`config.mk`:
```
export PLATFORM = sky130hd
export DESIGN_NAME = randomizer_lfsr
export DESIGN_NICKNAME = d
export VERILOG_FILES = /design/src/rtl/randomizer_lfsr.sv
export SDC_FILE = /design/constraint.sdc
export NUM_CORES = 1
export LEC_CHECK = 0
export CAP_MARGIN = 0
export CORE_MARGIN = 4
export CORE_UTILIZATION = 45
export CTS_CLUSTER_SIZE = 40
export DETAILED_ROUTE_END_ITERATION = 12
export DONT_BUFFER_PORTS = 1
export GPL_ROUTABILITY_DRIVEN = 0
export PLACE_DENSITY = 0.61
export SLEW_MARGIN = 20
export SYNTH_ARGS = -nofsm -noshare
export SYNTH_HDL_FRONTEND = slang
export SYNTH_SLANG_ARGS = --single-unit
```
`constraint.sdc`:
```
create_clock -name i_clk -period 3.45 [get_ports i_clk]
set_clock_uncertainty 0.2 [all_clocks]
set_input_delay 0.69 -clock i_clk [delete_from_list [all_inputs] [get_ports i_clk]]
set_output_delay 0.69 -clock i_clk [all_outputs]
set_load 0.01 [all_outputs]
```
`src/rtl/randomizer_lfsr.sv`:
```
// Galois-LFSR randomizer: seedable LFSR plus a req/ready draw in [0, i_max].
// Optional draw counter output enabled by defining RANDOMIZER_STATS_EN.
module randomizer_lfsr #(
    parameter int                LFSR_W    = 16,
    parameter logic [LFSR_W-1:0] TAPS      = 16'hB400,
    parameter logic [LFSR_W-1:0] SEED      = 16'hACE1,
    parameter int                OUT_W     = 2,
    parameter int                MAX_TRIES = 8
) (
    input  logic              i_clk,
    input  logic              i_rst_n,
    input  logic              i_en,
    input  logic              i_seed_load,
    input  logic [LFSR_W-1:0] i_seed,
    input  logic              i_req,
    input  logic [OUT_W-1:0]  i_max,
    input  logic              i_ready,
    output logic [OUT_W-1:0]  o_r,
    output logic              o_valid,
    output logic              o_fallback,
`ifdef RANDOMIZER_STATS_EN
    output logic [15:0]       o_draw_cnt,
`endif
    output logic [LFSR_W-1:0] o_lfsr
);

    localparam int TRY_W = (MAX_TRIES > 1) ? $clog2(MAX_TRIES) : 1;
    localparam logic [TRY_W-1:0] LAST_TRY = TRY_W'(MAX_TRIES - 1);

    if (LFSR_W < 4 || LFSR_W > 32 || OUT_W < 1 || OUT_W > LFSR_W ||
        OUT_W > 8 || MAX_TRIES < 1 || SEED == '0) begin : g_bad_param
        $error("randomizer_lfsr: illegal parameter combination");
    end

    typedef enum logic [1:0] {
        IDLE,
        GEN,
        HOLD
    } state_e;

    state_e            state_q, state_d;
    logic [LFSR_W-1:0] lfsr_q, lfsr_d;
    logic [TRY_W-1:0]  tries_q, tries_d;
    logic [OUT_W-1:0]  max_q, max_d;
    logic [OUT_W-1:0]  mask_q, mask_d;
    logic [OUT_W-1:0]  r_q, r_d;
    logic              valid_q, valid_d;
    logic              fb_q, fb_d;
    logic [OUT_W-1:0]  mask_c;
    logic [OUT_W-1:0]  cand;

    // A seed load wins over stepping; zero seeds map to SEED to avoid lockup.
    always_comb begin
        lfsr_d = lfsr_q;
        if (i_seed_load) begin
            lfsr_d = (i_seed == '0) ? SEED : i_seed;
        end else if (i_en) begin
            lfsr_d = (lfsr_q >> 1) ^ (lfsr_q[0] ? TAPS : '0);
        end
    end

    // Smear the highest set bit downward to get the smallest 2^k-1 >= i_max.
    always_comb begin
        mask_c = i_max;
        for (int i = 1; i < OUT_W; i++) begin
            mask_c = mask_c | (mask_c >> i);
        end
    end

    assign cand = lfsr_q[OUT_W-1:0] & mask_q;

    always_comb begin
        state_d = state_q;
        tries_d = tries_q;
        max_d   = max_q;
        mask_d  = mask_q;
        r_d     = r_q;
        valid_d = valid_q;
        fb_d    = fb_q;
        unique case (state_q)
            IDLE: begin
                if (i_en && i_req) begin
                    max_d   = i_max;
                    mask_d  = mask_c;
                    tries_d = '0;
                    state_d = GEN;
                end
            end
            GEN: begin
                if (i_en) begin
                    if (cand <= max_q) begin
                        r_d     = cand;
                        valid_d = 1'b1;
                        fb_d    = 1'b0;
                        state_d = HOLD;
                    end else if (tries_q == LAST_TRY) begin
                        r_d     = cand >> 1;
                        valid_d = 1'b1;
                        fb_d    = 1'b1;
                        state_d = HOLD;
                    end else begin
                        tries_d = tries_q + 1'b1;
                    end
                end
            end
            HOLD: begin
                if (i_ready) begin
                    valid_d = 1'b0;
                    state_d = IDLE;
                end
            end
            default: begin
                state_d = IDLE;
            end
        endcase
    end

    always_ff @(posedge i_clk) begin
        if (!i_rst_n) begin
            state_q <= IDLE;
            lfsr_q  <= SEED;
            tries_q <= '0;
            max_q   <= '0;
            mask_q  <= '0;
            r_q     <= '0;
            valid_q <= 1'b0;
            fb_q    <= 1'b0;
        end else begin
            state_q <= state_d;
            lfsr_q  <= lfsr_d;
            tries_q <= tries_d;
            max_q   <= max_d;
            mask_q  <= mask_d;
            r_q     <= r_d;
            valid_q <= valid_d;
            fb_q    <= fb_d;
        end
    end

`ifdef RANDOMIZER_STATS_EN
    logic [15:0] cnt_q, cnt_d;

    always_comb begin
        cnt_d = cnt_q;
        if (valid_q && i_ready) begin
            cnt_d = cnt_q + 16'd1;
        end
    end

    always_ff @(posedge i_clk) begin
        if (!i_rst_n) begin
            cnt_q <= '0;
        end else begin
            cnt_q <= cnt_d;
        end
    end

    assign o_draw_cnt = cnt_q;
`endif

    assign o_r        = r_q;
    assign o_valid    = valid_q;
    assign o_fallback = fb_q;
    assign o_lfsr     = lfsr_q;

endmodule

```
# Word level (Yosys, flattened, before mapping)
# Index checks and enable logic that the tools add are counted.
[op_classes]
add_sub_neg = 1
magnitude_cmp = 1
eq_ne = 9
n_mux = 23
bitwise = 3
reduce_logical = 12
[ops]
columns = ["op", "count"]
rows = [
  ["$mux W16", 4],
  ["$logic_not A16 Y1", 1],
  ["$xor A15 B16 Y16", 1],
  ["$mux W2", 7],
  ["$mux W3", 4],
  ["$ne A2 B2 Y1 const B", 5],
  ["$reduce_and A4 Y1", 2],
  ["$reduce_bool A2 Y1", 4],
  ["$pmux W2 S3", 1],
  ["$pmux W3 S2", 1],
  ["$mux W1", 5],
  ["$reduce_and A5 Y1", 1],
  ["$add A3 B1 Y3 const B", 1],
  ["$eq A3 B3 Y1 const B", 1],
  ["$ne A3 B3 Y1 const B", 1],
  ["$reduce_and A3 Y1", 1],
  ["$and A2 B2 Y2", 1],
  ["$eq A2 B1 Y1 const B", 1],
  ["$eq A2 B2 Y1 const B", 1],
  ["$le A2 B2 Y1", 1],
  ["$logic_not A2 Y1", 1],
  ["$or A2 B1 Y2", 1],
  ["$pmux W1 S2", 1],
  ["$reduce_and A2 Y1", 1],
  ["$logic_and A1 B1 Y1", 1],
]
[word_totals]
register_bits = 29
word_cells = 57

# Depth between registers and ports, before layout
# Gate-level depths: netlist of the first run.
[logic_depth]
word_depth = 5
mapped_depth = 7
ltp_nobuf = 6

# Worst setup path before layout of the first run
# OpenSTA, ideal clock, no wires.
[synth_path]
path_type = "flip-flop to flip-flop"
start = "reg lfsr_q[0], in the netlist o_lfsr[0]"
end = "reg tries_q[0]"
arrival_time_ns = 1.889
required_time_ns = 3.178
path_slack_ns = 1.289
path_stages_with_launch = 8
synth_period_minus_slack_ns = 2.161
cell_sequence = "dfxtp_1 -> clkbuf_1 -> and2_1 -> inv_1 -> ha_1 -> or2_1 -> nor4_4 -> mux2i_1"
[synth_between]
elab_chain_cells = 4
[synth_lines]
columns = ["item", "line_no", "source"]
rows = [
  ["from (decl)", "42", "logic [LFSR_W-1:0] lfsr_q, lfsr_d;"],
  ["from (signal assigned)", "130", "lfsr_q <= lfsr_d;"],
  ["$and A2 B2 Y2", "70", "assign cand = lfsr_q[OUT_W-1:0] & mask_q;"],
  ["$le A2 B2 Y1", "91", "if (cand <= max_q) begin"],
  ["$ne A2 B2 Y1 (no line)", "-", ""],
  ["$reduce_and A5 Y1 (no line)", "-", ""],
  ["to (signal assigned)", "131", "tries_q <= tries_d;"],
  ["to (decl)", "43", "logic [TRY_W-1:0] tries_q, tries_d;"],
]
# Every way passes these cells.
# A chain may end at the register's enable or synchronous reset.

# Worst setup path after layout of the first run
[layout_path]
start = "reg lfsr_q[0], in the netlist o_lfsr[0]"
end = "reg tries_q[2]"
# The elaborated chain is that of the path after synthesis.

==> results of run 1 <==
-- worst max-delay path, stage by stage (launching register included) --
cell                      delay (ns)
sky130_fd_sc_hd__dfxtp_1        0.58
sky130_fd_sc_hd__and2_1         0.21
sky130_fd_sc_hd__inv_1          0.05
sky130_fd_sc_hd__ha_1           0.30
sky130_fd_sc_hd__or2_1          0.30
sky130_fd_sc_hd__nor4_4         0.33
sky130_fd_sc_hd__mux2i_1        0.25
-- logic make-up after synthesis --
logic type,share of synthesized area
xor+xnor,0.01789
flops,0.3816
simple gates,0.2530
mux,0.1090
buf+inv,0.03833
compound gates,0.1746
fa+ha+maj,0.02556
-- worst paths after layout --
kind | startpoint | end | slack (ns)
max | o_lfsr[0]$_SDFFE_PN1P_ | tries_q[2]$_SDFFE_PN0P_ | 1.16
min | i_rst_n | o_lfsr[13]$_SDFFE_PN1P_ | 0.27
max reg2reg | o_lfsr[0]$_SDFFE_PN1P_ | tries_q[2]$_SDFFE_PN0P_ | 1.16
min reg2reg | tries_q[1]$_SDFFE_PN0P_ | tries_q[1]$_SDFFE_PN0P_ | 0.31
-- per-layer routing --
metal,vias to the layer above,part of all wire,GRT usage
li1,557,-,-
met1,558,0.42,0.2004
met2,31,0.48,0.2861
met3,6,0.084,0.04444
met4,0,0.014,0.06218
met5,-,0,0
-- cell type report --
type / count / area [um^2]
fill: 312 / 1567
multi-input combinational: 117 / 852.1
sequential: 28 / 560.5
tap: 44 / 55.05
clock buffer: 4 / 36.28
inverter: 2 / 7.507
-- cell usage in the layout (no fill, tap or decap) --
master / synthesis / routed
sky130_fd_sc_hd__dfxtp_1: 28 / 28
sky130_fd_sc_hd__mux2i_1: 16 / 16
sky130_fd_sc_hd__nand2_1: 12 / 12
sky130_fd_sc_hd__and2_1: 8 / 8
sky130_fd_sc_hd__a21oi_1: 8 / 8
sky130_fd_sc_hd__o21ai_1: 7 / 7
sky130_fd_sc_hd__nor2b_1: 6 / 6
sky130_fd_sc_hd__a21boi_1: 6 / 6
sky130_fd_sc_hd__and3b_1: 6 / 6
sky130_fd_sc_hd__a22oi_1: 6 / 6
sky130_fd_sc_hd__nor2_1: 5 / 5
sky130_fd_sc_hd__nor4_1: 4 / 4
sky130_fd_sc_hd__nand3_1: 3 / 3
sky130_fd_sc_hd__nand2b_1: 3 / 3
sky130_fd_sc_hd__ha_1: 3 / 3
sky130_fd_sc_hd__clkbuf_4: 0 / 3
sky130_fd_sc_hd__inv_1: 2 / 2
sky130_fd_sc_hd__nand4_1: 2 / 2
sky130_fd_sc_hd__xor2_1: 2 / 2
sky130_fd_sc_hd__a32oi_1: 2 / 2
sky130_fd_sc_hd__nor3b_1: 2 / 2
sky130_fd_sc_hd__nand4bb_1: 1 / 1
sky130_fd_sc_hd__nand3b_4: 1 / 1
sky130_fd_sc_hd__or2_1: 1 / 1
sky130_fd_sc_hd__nor4_4: 1 / 1
sky130_fd_sc_hd__a31oi_1: 1 / 1
sky130_fd_sc_hd__nor4b_1: 1 / 1
sky130_fd_sc_hd__xnor2_1: 1 / 1
sky130_fd_sc_hd__and3_1: 1 / 1
sky130_fd_sc_hd__a21o_1: 1 / 1
sky130_fd_sc_hd__a31oi_2: 1 / 1
sky130_fd_sc_hd__nand3b_1: 1 / 1
sky130_fd_sc_hd__o211a_1: 1 / 1
sky130_fd_sc_hd__o221a_1: 1 / 1
sky130_fd_sc_hd__o311a_1: 1 / 1
sky130_fd_sc_hd__o221ai_1: 1 / 1
sky130_fd_sc_hd__o21a_1: 1 / 1
sky130_fd_sc_hd__clkbuf_8: 0 / 1
-- registers in the layout (all words and copies together), names as in the netlist --
signal and cells:
mask_q 1, max_q 2, o_fallback 1, o_lfsr 16
o_r 2, o_valid 1, state_q 2, tries_q 3
-- through the flow --
stage | setup slack, ns | cell area, um^2 | utilization | cells
6_report | 1.165 | 1511 | 0.4911 | 195
5_1_grt | 1.031 | 1511 | 0.4911 | 195
4_1_cts | 1.176 | 1511 | 0.4911 | 195
3_5_place_dp | 1.195 | 1475 | 0.4793 | 191
3_3_place_gp | 1.314 | 1475 | 0.4793 | 191
2_1_floorplan | 1.289 | 1469 | - | 158
-- report_power, final --
part	switching [mW]	internal (mW)
combinational	0.0289	0.0398
clock	0.0976	0.0646
sequential	0.0285	0.343
-- Yosys cell counts, types with 2 or more instances --
library cell,n
sky130_fd_sc_hd__and3b_1,6
sky130_fd_sc_hd__nand2b_1,3
sky130_fd_sc_hd__nor2b_1,6
sky130_fd_sc_hd__nand4_1,2
sky130_fd_sc_hd__dfxtp_1,28
sky130_fd_sc_hd__nor4_1,4
sky130_fd_sc_hd__a21boi_1,6
sky130_fd_sc_hd__nand2_1,12
sky130_fd_sc_hd__clkbuf_1,7
sky130_fd_sc_hd__inv_1,2
sky130_fd_sc_hd__ha_1,3
sky130_fd_sc_hd__and2_1,8
sky130_fd_sc_hd__buf_2,3
sky130_fd_sc_hd__a21oi_1,8
sky130_fd_sc_hd__xor2_1,2
sky130_fd_sc_hd__nor2_1,5
sky130_fd_sc_hd__a22oi_1,6
sky130_fd_sc_hd__o21ai_1,7
sky130_fd_sc_hd__mux2i_1,16
sky130_fd_sc_hd__nand3_1,3
sky130_fd_sc_hd__a32oi_1,2
sky130_fd_sc_hd__nor3b_1,2
==> key figures, run 1 <==
Die
  – Total core area: 3078 um^2
  – Starting density of the core: 0.4772
  – Horizontal die dimension: 65.14 um
  – Number of rows created at floorplan: 20
  – Area enclosed by the die boundary: 4243 um^2
  – Overall die height: 65.14 um
  – Number of top-level pins: 44

Clock network
  – Hold-fix buffers at CTS: 0
  – Num CTS Buffers: 3
  – H-Tree Level Count: 1
  – Clock-pin transition on the worst setup and hold timing paths: 0.15 ns
  – Later-pin clock latency in the skew report: 0.33 ns
  – Root Driver: sky130_fd_sc_hd__clkbuf_4
  – Setup Buffers After CTS: 0
  – Post-CTS resize count: 0
  – Number of clock sinks: 28
  – Buffer depth of the longest clock path: 2
  – CTS tree: yes

Critical path
  – Data arrival at the endpoint of the critical path: 2.35 ns
  – Category of the critical setup timing path: flop to flop
  – Maximum fanout encountered on the critical timing path: 7
  – Worst reg-to-reg path cell count: 6
  – Required time reported for the critical path endpoint: 3.52 ns
  – Endpoint class of the critical path: flop
  – Startpoint types: flop

Final layout
  – Post-synthesis to final-layout area growth: 2.896%
  – Share of layout cells above drive strength 1: 0.04636
  – Nets: 179
  – Antenna Cells: 0

Timing
  – Count of final max-slew check failures: 0
  – Fin crit share: 0.6623
  – Sum of negative setup slack: 0 ns
  – Worst slack on hold paths: 0.2660 ns
  – Number of hold violations in the final report: 0
  – Final critical delay including setup and external delays: 2.285 ns
  – Max-slew headroom at the worst pin: 0.7114
  – Setup violation total in the final timing report: 0
  – Setup repair after global routing missed its margin: false
  – Highest clock rate: 437.6 MHz
  – Worst Max-Slew Pin Slew: 0.4313 ns

Placement
  – Detailed Place HPWL: 2425 um
  – Count of buffers from port buffering: 0

Power
  – Areal power density over the cells: 398.3 nW/um^2
  – Leakage: 0.6129 nW
  – Sum of internal, switching and leakage power: 0.6020 mW
  – Maximum vdd ir drop: 0.0001433 V

Yosys
  – Largest cells by area after synthesis: sky130_fd_sc_hd__dfxtp_1, sky130_fd_sc_hd__mux2i_1, sky130_fd_sc_hd__and3b_1, sky130_fd_sc_hd__and2_1, sky130_fd_sc_hd__a21boi_1
  – Async S/R FF share, synth: 0
  – Summed instance area of the synthesized netlist: 1469 um^2
  – Synthesis-stage register bit count: 28
  – Most instantiated flip-flop cell in the synthesis netlist: sky130_fd_sc_hd__dfxtp_1
  – Cell accounting for the most synthesized area: sky130_fd_sc_hd__dfxtp_1
  – Average footprint of a synthesized cell: 9.297 um^2
  – EDFF count, synth: 0
  – Post-synth top area share: 0.3816
  – Share of synthesized area occupied by flip-flops and latches: 0.3816
  – Mapped Nets: 185
  – Cells after synthesis: 158
  – Number of warnings printed during yosys synthesis: 0
  – Post-synth cell types: 39

Detailed routing
  – Number of remaining DRC errors: 0
  – DRC marker count from the first detailed-route iteration: 78
  – Vias after detailed routing: 1152
  – Via-to-Cell Ratio: 5.908
  – Routed wire length: 3333 um
  – Antenna Violating Nets Remaining: 0
  – Wirelength per Cell: 17.09 um
  – Number of iterations in the first detailed-routing pass: 4

Worst hold path
  – Hold WC Path Type: input pin to flop
  – Cell count of the worst hold path: 1

Global routing
  – Wire length of the first global-routing pass: 5644 um
  – Global-route total usage across every layer: 0.1672
  – Via count of the first global-routing pass: 1207
  – Total global routing overflow: 0
  – Antenna violations before repair: 0
  – Largest net degree at the start of global routing: 41

Status
  – Status: completed

Run
  – Number of maximum-capacitance violations: 0
Power figures use the tool's default switching activity.
==> run 2: changes to the inputs <==
Settings changed: PLACE_DENSITY 0.61 to 0.63.
Clock period 3.45 ns to 2.1 ns, I/O delays scaled along.
==> run 2 against run 1 <==
Net effect:
- sequential share of layout area is 1.1 points lower
- worst hold slack got worse by 0.24 ns
- die area did not move
- combinational power grew 91%
- clock power rose by 120%
- highest routed layer unchanged
- critical endpoint is now tries_q[0]$_SDFFE_PN0P_
- power rose by 81%
- worst setup slack got worse by 1.0 ns
==> key figures, run 2 (synthesis results as in run 1) <==
Timing
  – Setup violation total in the final timing report: 0 (unchanged)
  – Setup repair after global routing missed its margin: false (unchanged)
  – Worst Max-Slew Pin Slew: 0.5268 ns (was 0.4313 ns)
  – Max-slew headroom at the worst pin: 0.6477 (was 0.7114)
  – Highest clock rate: 510.8 MHz (was 437.6 MHz)
  – Fin crit share: 0.9322 (was 0.6623)
  – Count of final max-slew check failures: 0 (unchanged)
  – Final critical delay including setup and external delays: 1.958 ns (was 2.285 ns)
  – Sum of negative setup slack: 0 ns (unchanged)
  – Number of hold violations in the final report: 0 (unchanged)

Detailed routing
  – Via-to-Cell Ratio: 5.832 (was 5.908)
  – Routed wire length: 3365 um (was 3333 um)
  – Met2 layer wire length in the routed design: 1662 um (was 1607 um)
  – Post-route met1 wirelength: 1417 um (was 1397 um)
  – Number of iterations in the first detailed-routing pass: 4 (unchanged)
  – Total met3 wirelength after detailed routing: 264 um (was 279 um)
  – Number of remaining DRC errors: 0 (unchanged)
  – Vias after detailed routing: 1149 (was 1152)
  – DRC marker count from the first detailed-route iteration: 57 (was 78)
  – Wirelength per Cell: 17.08 um (was 17.09 um)
  – Top Metal Used: met4 (unchanged)
  – Antenna Violating Nets Remaining: 0 (unchanged)

Critical path
  – Startpoint types: flop (unchanged)
  – Worst reg-to-reg path cell count: 6 (unchanged)
  – Endpoint class of the critical path: flop (unchanged)
  – Startpoint of the most critical register-to-register path: mask_q[0]$_SDFFE_PN0P_ (was o_lfsr[0]$_SDFFE_PN1P_)
  – Maximum fanout encountered on the critical timing path: 4 (was 7)
  – Worst R2R Setup Slack: 0.14 ns (was 1.16 ns)
  – Highest cell delay on the worst timing path: 0.37 ns (was 0.58 ns)
  – List of cells traversed by the critical path: and2_1, inv_1, ha_4, or2_4, nor4_4, mux2i_1 (was and2_1, inv_1, ha_1, or2_1, nor4_4, mux2i_1)
  – Category of the critical setup timing path: flop to flop (unchanged)
  – Data arrival at the endpoint of the critical path: 2.03 ns (was 2.35 ns)
  – Worst setup path start: mask_q[0]$_SDFFE_PN0P_ (was o_lfsr[0]$_SDFFE_PN1P_)
  – Required time reported for the critical path endpoint: 2.17 ns (was 3.52 ns)
  – Library cell contributing the largest single delay on the critical path: sky130_fd_sc_hd__nor4_4 (was sky130_fd_sc_hd__dfxtp_1)
  – R2r endpoint: tries_q[0]$_SDFFE_PN0P_ (was tries_q[2]$_SDFFE_PN0P_)

Clock network
  – CTS tree: yes (unchanged)
  – H-Tree Level Count: 1 (unchanged)
  – Root Driver: sky130_fd_sc_hd__clkbuf_4 (unchanged)
  – Later-pin clock latency in the skew report: 0.33 ns (about the same)
  – Buffer depth of the longest clock path: 2 (unchanged)
  – Number of clock sinks: 28 (unchanged)
  – Num CTS Buffers: 3 (unchanged)
  – Clock-pin transition on the worst setup and hold timing paths: 0.16 ns (was 0.15 ns)

Final layout
  – Nets: 181 (was 179)
  – Post-synthesis to final-layout area growth: 6.388% (was 2.896%)
  – Share of layout cells above drive strength 1: 0.07843 (was 0.04636)
  – Max FFs per register: 16 (unchanged)
  – Most frequent cells in the layout: sky130_fd_sc_hd__dfxtp_1, sky130_fd_sc_hd__mux2i_1, sky130_fd_sc_hd__nand2_1 (unchanged)
  – Filler-free cell count of the finished design: 197 (was 195)
  – Antenna Cells: 0 (unchanged)
  – Commonest non-fill, non-tap cell in the layout: sky130_fd_sc_hd__dfxtp_1 (unchanged)

Die
  – Overall die height: 65.14 um (unchanged)
  – Area enclosed by the die boundary: 4243 um^2 (unchanged)
  – Starting density of the core: 0.4772 (unchanged)
  – Horizontal die dimension: 65.14 um (unchanged)
  – Total core area: 3078 um^2 (unchanged)
  – Number of top-level pins: 44 (unchanged)
  – Number of rows created at floorplan: 20 (unchanged)

Power
  – Leakage: 0.6307 nW (was 0.6129 nW)
  – Areal power density over the cells: 696.3 nW/um^2 (was 398.3 nW/um^2)
  – Maximum vdd ir drop: 0.0003169 V (was 0.0001433 V)

Global routing
  – Global-route total usage across every layer: 0.1638 (was 0.1672)
  – Total global routing overflow: 0 (unchanged)
  – Wire length of the first global-routing pass: 5499 um (was 5644 um)
  – Largest net degree at the start of global routing: 32 (was 41)
  – Via count of the first global-routing pass: 1166 (was 1207)
  – Antenna violations before repair: 0 (unchanged)

Run
  – Number of maximum-capacitance violations: 0 (unchanged)

Worst hold path
  – Hold WC Path Type: input pin to flop (unchanged)
  – Worst Hold Launch: i_rst_n (unchanged)
  – Hold path endpoint: o_lfsr[8]$_SDFFE_PN0P_ (was o_lfsr[13]$_SDFFE_PN1P_)
  – Cell count of the worst hold path: 1 (unchanged)

Placement
  – Placed cells: 192 (was 191)
  – Count of buffers from port buffering: 0 (unchanged)
  – Detailed Place HPWL: 2395 um (was 2425 um)

Status
  – Status: completed (unchanged)
-- run 2: worst max-delay path by stage --
stage                     slack (ns)                 endpoint  cells after the start
after floorplan                 0.02  tries_q[0]$_SDFFE_PN0P_                      7
after global placement          0.25  tries_q[0]$_SDFFE_PN0P_                      6
after detailed placement        0.10  tries_q[2]$_SDFFE_PN0P_                      6
after CTS                       0.06  tries_q[1]$_SDFFE_PN0P_                      6
after global routing            0.04  tries_q[1]$_SDFFE_PN0P_                      6
final                           0.14  tries_q[0]$_SDFFE_PN0P_                      6
-- run 2: report_power, final --
part / switching (mW) / leakage (nW) / internal (mW)
Clock: 0.159 / 0.0279 / 0.193
Sequential: 0.0418 / 0.231 / 0.563
Combinational: 0.0579 / 0.372 / 0.0731
-- run 2: final cells by class --
cell class / instances / area, um^2
clock buffers: 3 / 22.52
repair buffers: 2 / 17.52
flip-flops and latches: 28 / 563.0
inverters: 2 / 7.507
fillers: 299 / 1515
multi-input cells: 117 / 867.1
clock inverters: 1 / 30.03
well taps: 44 / 55.05
-- run 2: layer usage --
layer	global-route usage	vias to the layer above
met1	0.1840	554
li1	-	568
met3	0.04444	2
met2	0.3014	25
met5	0	-
met4	0.04663	0
-- run 2: what timing repair did --
item                                    in CTS  in global routing
hold buffers                                 1                  0
endpoints found under the setup margin       0                  3
gates resized for setup                      0                  4
endpoints found under the hold margin       13                  0
setup buffers                                0                  0
-- run 2: metrics by stage --
step                setup slack [ns]  area, um^2  total power, mW  hold slack [ns]  utilization
floorplan                    0.02355        1470           0.7325           0.2502            -
detailed placement            0.1040        1483           0.7384           0.2815       0.4817
finish                        0.1424        1563            1.088          0.02264       0.5077
global route                 0.04134        1563            1.141         0.006863       0.5077
global placement              0.2461        1483           0.7324           0.2573       0.4817
CTS                          0.06310        1545            1.099         0.004323       0.5020
-- run 2: worst max-delay path, delay by kind of cell, from the launching register on --
| family | cells | cell delay, ns |
|---|---|---|
| AND/OR/NAND/NOR | 3 | 0.80 |
| flip-flops | 1 | 0.35 |
| multiplexers | 1 | 0.24 |
| adder cells (fa/ha/maj) | 1 | 0.21 |
| buffers and inverters | 1 | 0.10 |
==> run 3: changes to the inputs <==
Settings changed: SETUP_SLACK_MARGIN set to 0.02.
==> results of run 3 <==
Final layout, timing and power as in run 2 (identical DEF).
